File: src/rtl/round_key_store_writer.sv
// round_key_store_writer
//   Write-side controller for the round-key memory. While a fresh key schedule
//   streams out of key expansion (one byte per handshake, byte 0 first within
//   each round), round keys 1..9 are written into a byte-addressed memory at
//   (round-1)*16 + byte. Rounds 0 and 10 are accepted but never stored, since
//   they are always available without a memory fetch. A combinational read
//   address generator maps a requested round/byte onto the same map.
//
// Optional feature (compile-time macro): KEY_STORE_TAG_CHECK_EN
//   Defined   - every handshake compares rcon with the tag expected for the
//               current round; a mismatch drops the byte, sets sticky err and
//               aborts the capture back to IDLE.
//   Undefined - rcon is ignored and err is tied low.
//
// Ports
//   clk, rst_n         clock, synchronous active-low reset
//   start              one-cycle pulse: a new schedule is about to stream
//   rk_valid/rk_ready  byte handshake from key expansion
//   rk_data, rcon      round-key byte and its round tag
//   mem_we/waddr/wdata registered memory write port
//   rd_round, rd_byte  requested round/byte for reads
//   mem_raddr, rd_oob  combinational read address, out-of-range flag
//   busy               capture in progress
//   keys_valid         memory holds a complete schedule
//   err                sticky round-tag mismatch

module round_key_store_writer #(
  parameter int WIDTH  = 8,
  parameter int ADDR_W = 8
) (
  input  logic              clk,
  input  logic              rst_n,
  input  logic              start,
  input  logic              rk_valid,
  input  logic [WIDTH-1:0]  rk_data,
  input  logic [7:0]        rcon,
  output logic              rk_ready,
  output logic              mem_we,
  output logic [ADDR_W-1:0] mem_waddr,
  output logic [WIDTH-1:0]  mem_wdata,
  input  logic [3:0]        rd_round,
  input  logic [3:0]        rd_byte,
  output logic [ADDR_W-1:0] mem_raddr,
  output logic              rd_oob,
  output logic              busy,
  output logic              keys_valid,
  output logic              err
);

  typedef enum logic [1:0] {
    ST_IDLE = 2'd0,
    ST_FILL = 2'd1,
    ST_DONE = 2'd2
  } state_t;

  state_t            r_state;
  state_t            w_state_nxt;
  logic [3:0]        r_round_cnt;
  logic [3:0]        r_byte_cnt;
  logic              r_mem_we;
  logic [ADDR_W-1:0] r_mem_waddr;
  logic [WIDTH-1:0]  r_mem_wdata;
  logic              r_keys_valid;
  logic              r_err;

  logic              w_hs;
  logic              w_tag_bad;
  logic              w_hs_ok;
  logic              w_last;
  logic              w_store;
  logic [7:0]        w_waddr8;

`ifdef KEY_STORE_TAG_CHECK_EN
  // Tag that key expansion attaches to each round of the schedule.
  function automatic logic [7:0] exp_rcon(input logic [3:0] round);
    logic [7:0] tag;
    case (round)
      4'd0:    tag = 8'h01;
      4'd1:    tag = 8'h02;
      4'd2:    tag = 8'h04;
      4'd3:    tag = 8'h08;
      4'd4:    tag = 8'h10;
      4'd5:    tag = 8'h20;
      4'd6:    tag = 8'h40;
      4'd7:    tag = 8'h80;
      4'd8:    tag = 8'h1b;
      4'd9:    tag = 8'h36;
      4'd10:   tag = 8'h6c;
      default: tag = 8'h00;
    endcase
    return tag;
  endfunction

  assign w_tag_bad = w_hs && (rcon != exp_rcon(r_round_cnt));
`else
  logic w_unused_rcon;
  assign w_unused_rcon = ^rcon;
  assign w_tag_bad     = 1'b0;
`endif

  // start takes priority: a byte offered in the same cycle is discarded.
  assign w_hs     = (r_state == ST_FILL) && rk_valid && !start;
  assign w_hs_ok  = w_hs && !w_tag_bad;
  assign w_last   = w_hs_ok && (r_round_cnt == 4'd10) && (r_byte_cnt == 4'd15);
  assign w_store  = w_hs_ok && (r_round_cnt >= 4'd1) && (r_round_cnt <= 4'd9);
  // For rounds 1..9, {round-1, byte} is exactly (round-1)*16 + byte.
  assign w_waddr8 = {r_round_cnt - 4'd1, r_byte_cnt};

  // Next-state logic for the capture FSM.
  always_comb begin
    w_state_nxt = r_state;
    case (r_state)
      ST_IDLE: begin
        if (start) w_state_nxt = ST_FILL;
        else       w_state_nxt = ST_IDLE;
      end
      ST_FILL: begin
        if (start)          w_state_nxt = ST_FILL;
        else if (w_tag_bad) w_state_nxt = ST_IDLE;
        else if (w_last)    w_state_nxt = ST_DONE;
        else                w_state_nxt = ST_FILL;
      end
      ST_DONE: begin
        if (start) w_state_nxt = ST_FILL;
        else       w_state_nxt = ST_DONE;
      end
      default: w_state_nxt = ST_IDLE;
    endcase
  end

  // State register, round/byte counters and status flags.
  always_ff @(posedge clk) begin
    if (!rst_n) begin
      r_state      <= ST_IDLE;
      r_round_cnt  <= 4'd0;
      r_byte_cnt   <= 4'd0;
      r_keys_valid <= 1'b0;
      r_err        <= 1'b0;
    end else begin
      r_state <= w_state_nxt;
      if (start) begin
        r_round_cnt <= 4'd0;
        r_byte_cnt  <= 4'd0;
      end else if (w_hs_ok) begin
        r_byte_cnt <= r_byte_cnt + 4'd1;
        if (r_byte_cnt == 4'd15) r_round_cnt <= r_round_cnt + 4'd1;
        else                     r_round_cnt <= r_round_cnt;
      end else begin
        r_round_cnt <= r_round_cnt;
        r_byte_cnt  <= r_byte_cnt;
      end
      if (start || w_tag_bad) r_keys_valid <= 1'b0;
      else if (w_last)        r_keys_valid <= 1'b1;
      else                    r_keys_valid <= r_keys_valid;
      if (start)          r_err <= 1'b0;
      else if (w_tag_bad) r_err <= 1'b1;
      else                r_err <= r_err;
    end
  end

  // Registered memory write port: one-cycle mem_we per stored byte.
  always_ff @(posedge clk) begin
    if (!rst_n) begin
      r_mem_we    <= 1'b0;
      r_mem_waddr <= {ADDR_W{1'b0}};
      r_mem_wdata <= {WIDTH{1'b0}};
    end else begin
      r_mem_we <= w_store;
      if (w_store) begin
        r_mem_waddr <= ADDR_W'(w_waddr8);
        r_mem_wdata <= rk_data;
      end else begin
        r_mem_waddr <= r_mem_waddr;
        r_mem_wdata <= r_mem_wdata;
      end
    end
  end

  // Combinational read address; out-of-range rounds map to address 0.
  always_comb begin
    mem_raddr = {ADDR_W{1'b0}};
    rd_oob    = 1'b1;
    if ((rd_round >= 4'd1) && (rd_round <= 4'd9)) begin
      mem_raddr = ADDR_W'({rd_round - 4'd1, rd_byte});
      rd_oob    = 1'b0;
    end else begin
      mem_raddr = {ADDR_W{1'b0}};
      rd_oob    = 1'b1;
    end
  end

  assign rk_ready   = (r_state == ST_FILL);
  assign busy       = (r_state == ST_FILL);
  assign mem_we     = r_mem_we;
  assign mem_waddr  = r_mem_waddr;
  assign mem_wdata  = r_mem_wdata;
  assign keys_valid = r_keys_valid;
  assign err        = r_err;

endmodule

File: config.mk
export PLATFORM = sky130hd
export DESIGN_NAME = round_key_store_writer
export DESIGN_NICKNAME = d
export VERILOG_FILES = /design/src/rtl/round_key_store_writer.sv
export SDC_FILE = /design/constraint.sdc
export NUM_CORES = 1
export LEC_CHECK = 0
export ABC_CLOCK_PERIOD_IN_PS = 2300
export BUFFER_PORTS_ARGS = -buffer_cell sky130_fd_sc_hd__buf_2
export CAP_MARGIN = 20
export CORE_ASPECT_RATIO = 1.2
export CORE_UTILIZATION = 47
export DETAILED_ROUTE_END_ITERATION = 8
export PLACE_DENSITY = 0.79
export SLEW_MARGIN = 20
export SYNTH_ARGS = -nofsm -noshare
export SYNTH_HDL_FRONTEND = slang
export SYNTH_SLANG_ARGS = --single-unit
File: constraint.sdc
create_clock -name clk -period 2.3 [get_ports clk]
set_input_delay 0.345 -clock clk [delete_from_list [all_inputs] [get_ports clk]]
set_output_delay 0.345 -clock clk [all_outputs]
set_load 0.02 [all_outputs]
# Yosys cells after proc, flatten, opt, wreduce, memory -nomap -nowiden
# Index checks and enable logic that the tools add are counted.
# totals
elab_cells	38
latchBits	0
mem_bits_ro	0
n_memories	0
input_bits	28
regBits	28
ramBits	0
out_inout_bits	30
# op_classes
div	0
shifts	0
n_reduce_logical	11
n_mux	7
magnitude_cmp	4
add_sub_neg	4
eq_ne	4
bitwise_logic	1
multipliers	0
# ops
cell	count
adder 4 x 1 -> 4 bit (second input constant)	2
== test 4 bit (second input constant)	2
>= comparator 4 x 1 -> 1 bit (second input constant)	2
less-or-equal comparator 4 bit (second input constant)	2
2-to-1 mux 8 bit	1
subtractor 4 x 1 -> 4 bit (second input constant)	2
logical AND 1 bit	7
2-to-1 mux 2 bit	3
case mux 2 bit (3 select lines)	1
== test 2 x 1 -> 1 bit (second input constant)	1
== test 2 bit (second input constant)	1
logical NOT 2 bit	1
2-to-1 mux 1 bit	2
AND reduction 2 bit	1
OR reduction 2 bit	1
logical NOT 1 bit	1
NOT 1 bit	1

# Longest topological paths before layout
# logic_depth
word_depth	8
ltp_mapped	8
depth_no_buf	7

# Worst setup path after synthesis
# Ideal clock, no wire load.
# synth_timing
kind	input to output
start	in rd_round[1]
end	out mem_raddr[6]
cell_stages	7
path_buffers	0
required_ns	1.955
t_arrival_ns	1.621
setup_slack_ns	0.334
cell_sequence	inv_1 -> ha_1 -> or3b_2 -> a21oi_1 -> a21oi_1 -> inv_1 -> nor2_1
# synth_between
elab_chain_cells	3
# synth_lines
item	line	rtl
start: declaration	41	input logic [3:0] rd_round,
>= comparator 4 x 1 -> 1 bit or less-or-equal comparator 4 bit (tied branches)	183	if ((rd_round >= 4'd1) && (rd_round <= 4'd9)) begin
logical AND 1 bit	183	
2-to-1 mux 8 bit *	183	
end: declaration	43	output logic [ADDR_W-1:0] mem_raddr,
# Mark *: on every way between the ends. The rest lies on a longest branch, timed or not.

# Worst setup path after layout
# layout_timing
start	in rd_round[1]
end	out mem_raddr[4]
# layout_between
elab_chain_cells	3
# layout_lines
item	line
>= comparator 4 x 1 -> 1 bit or less-or-equal comparator 4 bit (tied branches)	183
logical AND 1 bit *	183
2-to-1 mux 8 bit *	183
# Marks and branches as above.

==> impl_metrics.csv <==
group,metric,value,unit
run_status,status,"finished clean",
synth,synth_cells,142,
placed_design,io_buffers,48,
hold_path,hp-class,"input port to register",
synth,synth_xor_area_share,5.80,%
sta,rsz0062_at_grt,"false",
cts,ctsRootBufferMaster,"clkbuf_4",
power_and_ir_drop,pwr_density_cell,499,nW/um2
power_and_ir_drop,leakage,0.760,nW
sta,hold_violations,0,
worst_setup_path,critPathBufInv,4,
layout,mostFrequentLayoutCell,"buf_2",
cts,clock_sinks,28,
power_and_ir_drop,combinationalPowerShare,12.0,%
cts,post_cts_buffers,0,
power_and_ir_drop,power.switching,0.000191,W
sta,skew,4.04,ps
power_and_ir_drop,power.internal,0.000626,W
cts,clockBufferDepth,2,
floorplan,die_w,51.1,um
worst_setup_path,worstSetupPathType,"input port to output pin",
worst_setup_path,critPathMaxFanout,5,
worst_setup_path,worst_ep_arrival_time,1810,ps
floorplan,pin_count,58,
sta,drv_slew,0,
synth,synthArstFlopShare,0,%
worst_setup_path,regToRegStartpoint,"r_round_cnt[1]$_SDFFE_PP0P_",
synth,synth_compound_area_share,6.81,%
global_routing,antenna_found_initial,0,
synth,yosys-top-cells-area,"dfxtp_1 (41%), mux2i_1 (12%), ha_1 (6.4%)",
placed_design,hpwl,1900,um
worst_setup_path,crit_path_start,"rd_round[1]",
drt,wl,2500,um
synth,synth_adder_area_share,6.45,%
sta,setup-tns-final,0,ps
cts,clk_pin_slew,130,ps
layout,syn_to_final_growth,20.4,%
synth,synthMuxAreaShare,11.8,%
drt,via_per_inst,4.91,
hold_path,hp-start,"rk_data[7]",
cts,cts_resized,0,
synth,synth_top_family_by_area,"simple AND/OR/NAND/NOR gates",
synth,ys_ff_latch,28,
synth,synth_area_leader_cell,"dfxtp_1",
drt,drtIter0Drc,16,
drt,vias,1090,
power_and_ir_drop,ir_worst_vdd,0.334,mV
power_and_ir_drop,p_seq_share,59.9,%
global_routing,grt_pass1_vias,931,
worst_setup_path,worstPathRequired,1960,ps
drt,firstDrtPassIters,4,
sta,min_period,2150,ps
global_routing,overflow,0,
worst_setup_path,slowest_stage,"or3b_2",
drt,routedWlPerCell,11.2,um
synth,synth.top_cell.area_share,41.3,%
cts,cts-htree-levels,1,
synth,syn_avg_cell_area,9.57,um2
synth,netlist-cell-type-count,28,
cts,cts_made_buffers,3,
layout,fillers,260,
synth,syn-cell-area,1360,um2
worst_setup_path,cp_slowest_stage_delay,460,ps
layout,final_cell_mix,"buf_2 (48), dfxtp_1 (28), mux2i_1 (16), nor2b_1 (14), nor2_1 (11)",
sta,finalCritPeriodShare,93.6,%
drt,final_antenna_net_count,0,
floorplan,die_height,60.9,um
global_routing,grt_pass1_wl,3850,um
layout,fin_util,59.3,%
worst_setup_path,worstSetupStartpointType,"input port",
global_routing,grt_usage,16.6,%
layout,finish.net_count,224,
layout,drive_above_1_share,30.3,%
cts,clock_latency,320,ps
synth,synth_edf_count,0,
synth,ys_warn_count,0,
floorplan,core,2760,um2
floorplan,rows,21,
synth,synth_flop_cell,"dfxtp_1",
cts,cts_hold_buf,0,
synth,synth_fp_nets,177,
cts,tritoncts,"yes",
power_and_ir_drop,p_clk_share,28.1,%
worst_setup_path,cp-end-kind,"output pin",
placed_design,routabilityCongestion,0.761,
sta,setup_viol_count_final,0,
global_routing,grt_max_degree,21,
drt,drc,0,
sta,max_freq,0.464,GHz
synth,synthSimpleGateAreaFrac,21.0,%
worst_setup_path,timing.critical_path.cells,"buf_2 -> inv_1 -> ha_1 -> or3b_2 -> a21oi_1 -> a21oi_1 -> inv_1 -> nor2_1 -> buf_2",
power_and_ir_drop,sw_frac_of_total,23.4,%
synth,ys_seq_area_share,41.3,%
job,maxCapViolCount,0,
floorplan,initial_core_util,49.3,%
layout,diodes,0,
worst_setup_path,crit_family,"simple AND/OR/NAND/NOR gates",
floorplan,dieArea,3110,um2
-- worst register-to-register path, cell delays in order, from the launching register on --
cell,delay [ps]
dfxtp_1,450
inv_1,100
ha_1,200
or4b_1,470
o211a_1,140
buf_4,220
mux2i_1,140
and2_1,160
-- path summary, 6_finish.rpt --
check | end | slack [ps] | cells after the start
setup reg to reg | mem_waddr[5]$_SDFFE_PN0P_ | 340 | 7
hold / removal | mem_wdata[7]$_SDFFE_PN0P_ | 270 | 3
setup / recovery | mem_raddr[4] | 150 | 9
hold reg to reg | keys_valid$_SDFFE_PP0N_ | 450 | 2
-- cell type report --
type | instances | area (um2) | share of cell area [%]
clock buffers | 4 | 36.3 | 2.22
inverters | 9 | 33.8 | 2.06
multi-input cells | 97 | 708 | 43.3
flip-flops and latches | 28 | 561 | 34.3
well taps | 34 | 42.5 | 2.60
repair buffers | 50 | 255 | 15.6
-- cell usage after synthesis, types with 3 or more instances --
| master | number |
|---|---|
| ha_1 | 7 |
| and2_1 | 7 |
| a21oi_1 | 7 |
| dfxtp_1 | 28 |
| nand2_1 | 5 |
| xor2_1 | 3 |
| xnor2_1 | 6 |
| clkbuf_1 | 3 |
| nand2b_1 | 3 |
| buf_4 | 3 |
| mux2i_1 | 16 |
| nor2_1 | 11 |
| inv_1 | 9 |
| nor2b_1 | 14 |
| o211a_1 | 3 |
| nand4_1 | 3 |
-- metrics by stage --
step                instances  total power (W)  hold WS, ps  instance area [um2]  worst slack (ps)
finish                    222         0.000817          269                 1640               147
global route              222         0.000858          265                 1640              66.0
CTS                       222         0.000828          261                 1640               157
detailed placement        218         0.000598          438                 1600               163
global placement          218         0.000594          439                 1600               235
floorplan                 142         0.000563          476                 1360               334
-- power groups by stage --
stage | clock network [W] | registers (W) | logic [W]
3_5_place_dp | 0 | 0.000500 | 0.0000983
6_report | 0.000229 | 0.000489 | 0.0000982
5_1_grt | 0.000260 | 0.000490 | 0.000107
4_1_cts | 0.000240 | 0.000489 | 0.0000987
3_3_place_gp | 0 | 0.000499 | 0.0000946
2_1_floorplan | 0 | 0.000499 | 0.0000642
-- sequential cells by signal, indices dropped and copies added, names as in the netlist --
name         flops
keys_valid       1
r_byte_cnt       4
mem_waddr        8
r_round_cnt      4
mem_we           1
mem_wdata        8
r_state          2
-- routing by layer --
metal / vias up / share of wire, % / global-route usage, %
li1: 557 / - / -
met1: 503 / 43 / 18.4
met2: 25 / 51 / 29.9
met3: 5 / 4.6 / 3.51
met4: 0 / 1.9 / 8.33
met5: - / 0 / 0
-- logic make-up after synthesis --
family,after synthesis
DFF,28
and+or+nand+nor,51
adders and majority gates,7
other,1
buffers and inverters,17
muxes,16
AOI/OAI and AO/OA,13
xor gates and xnor gates,9
Note: power is estimated with default switching activity, not from simulation.
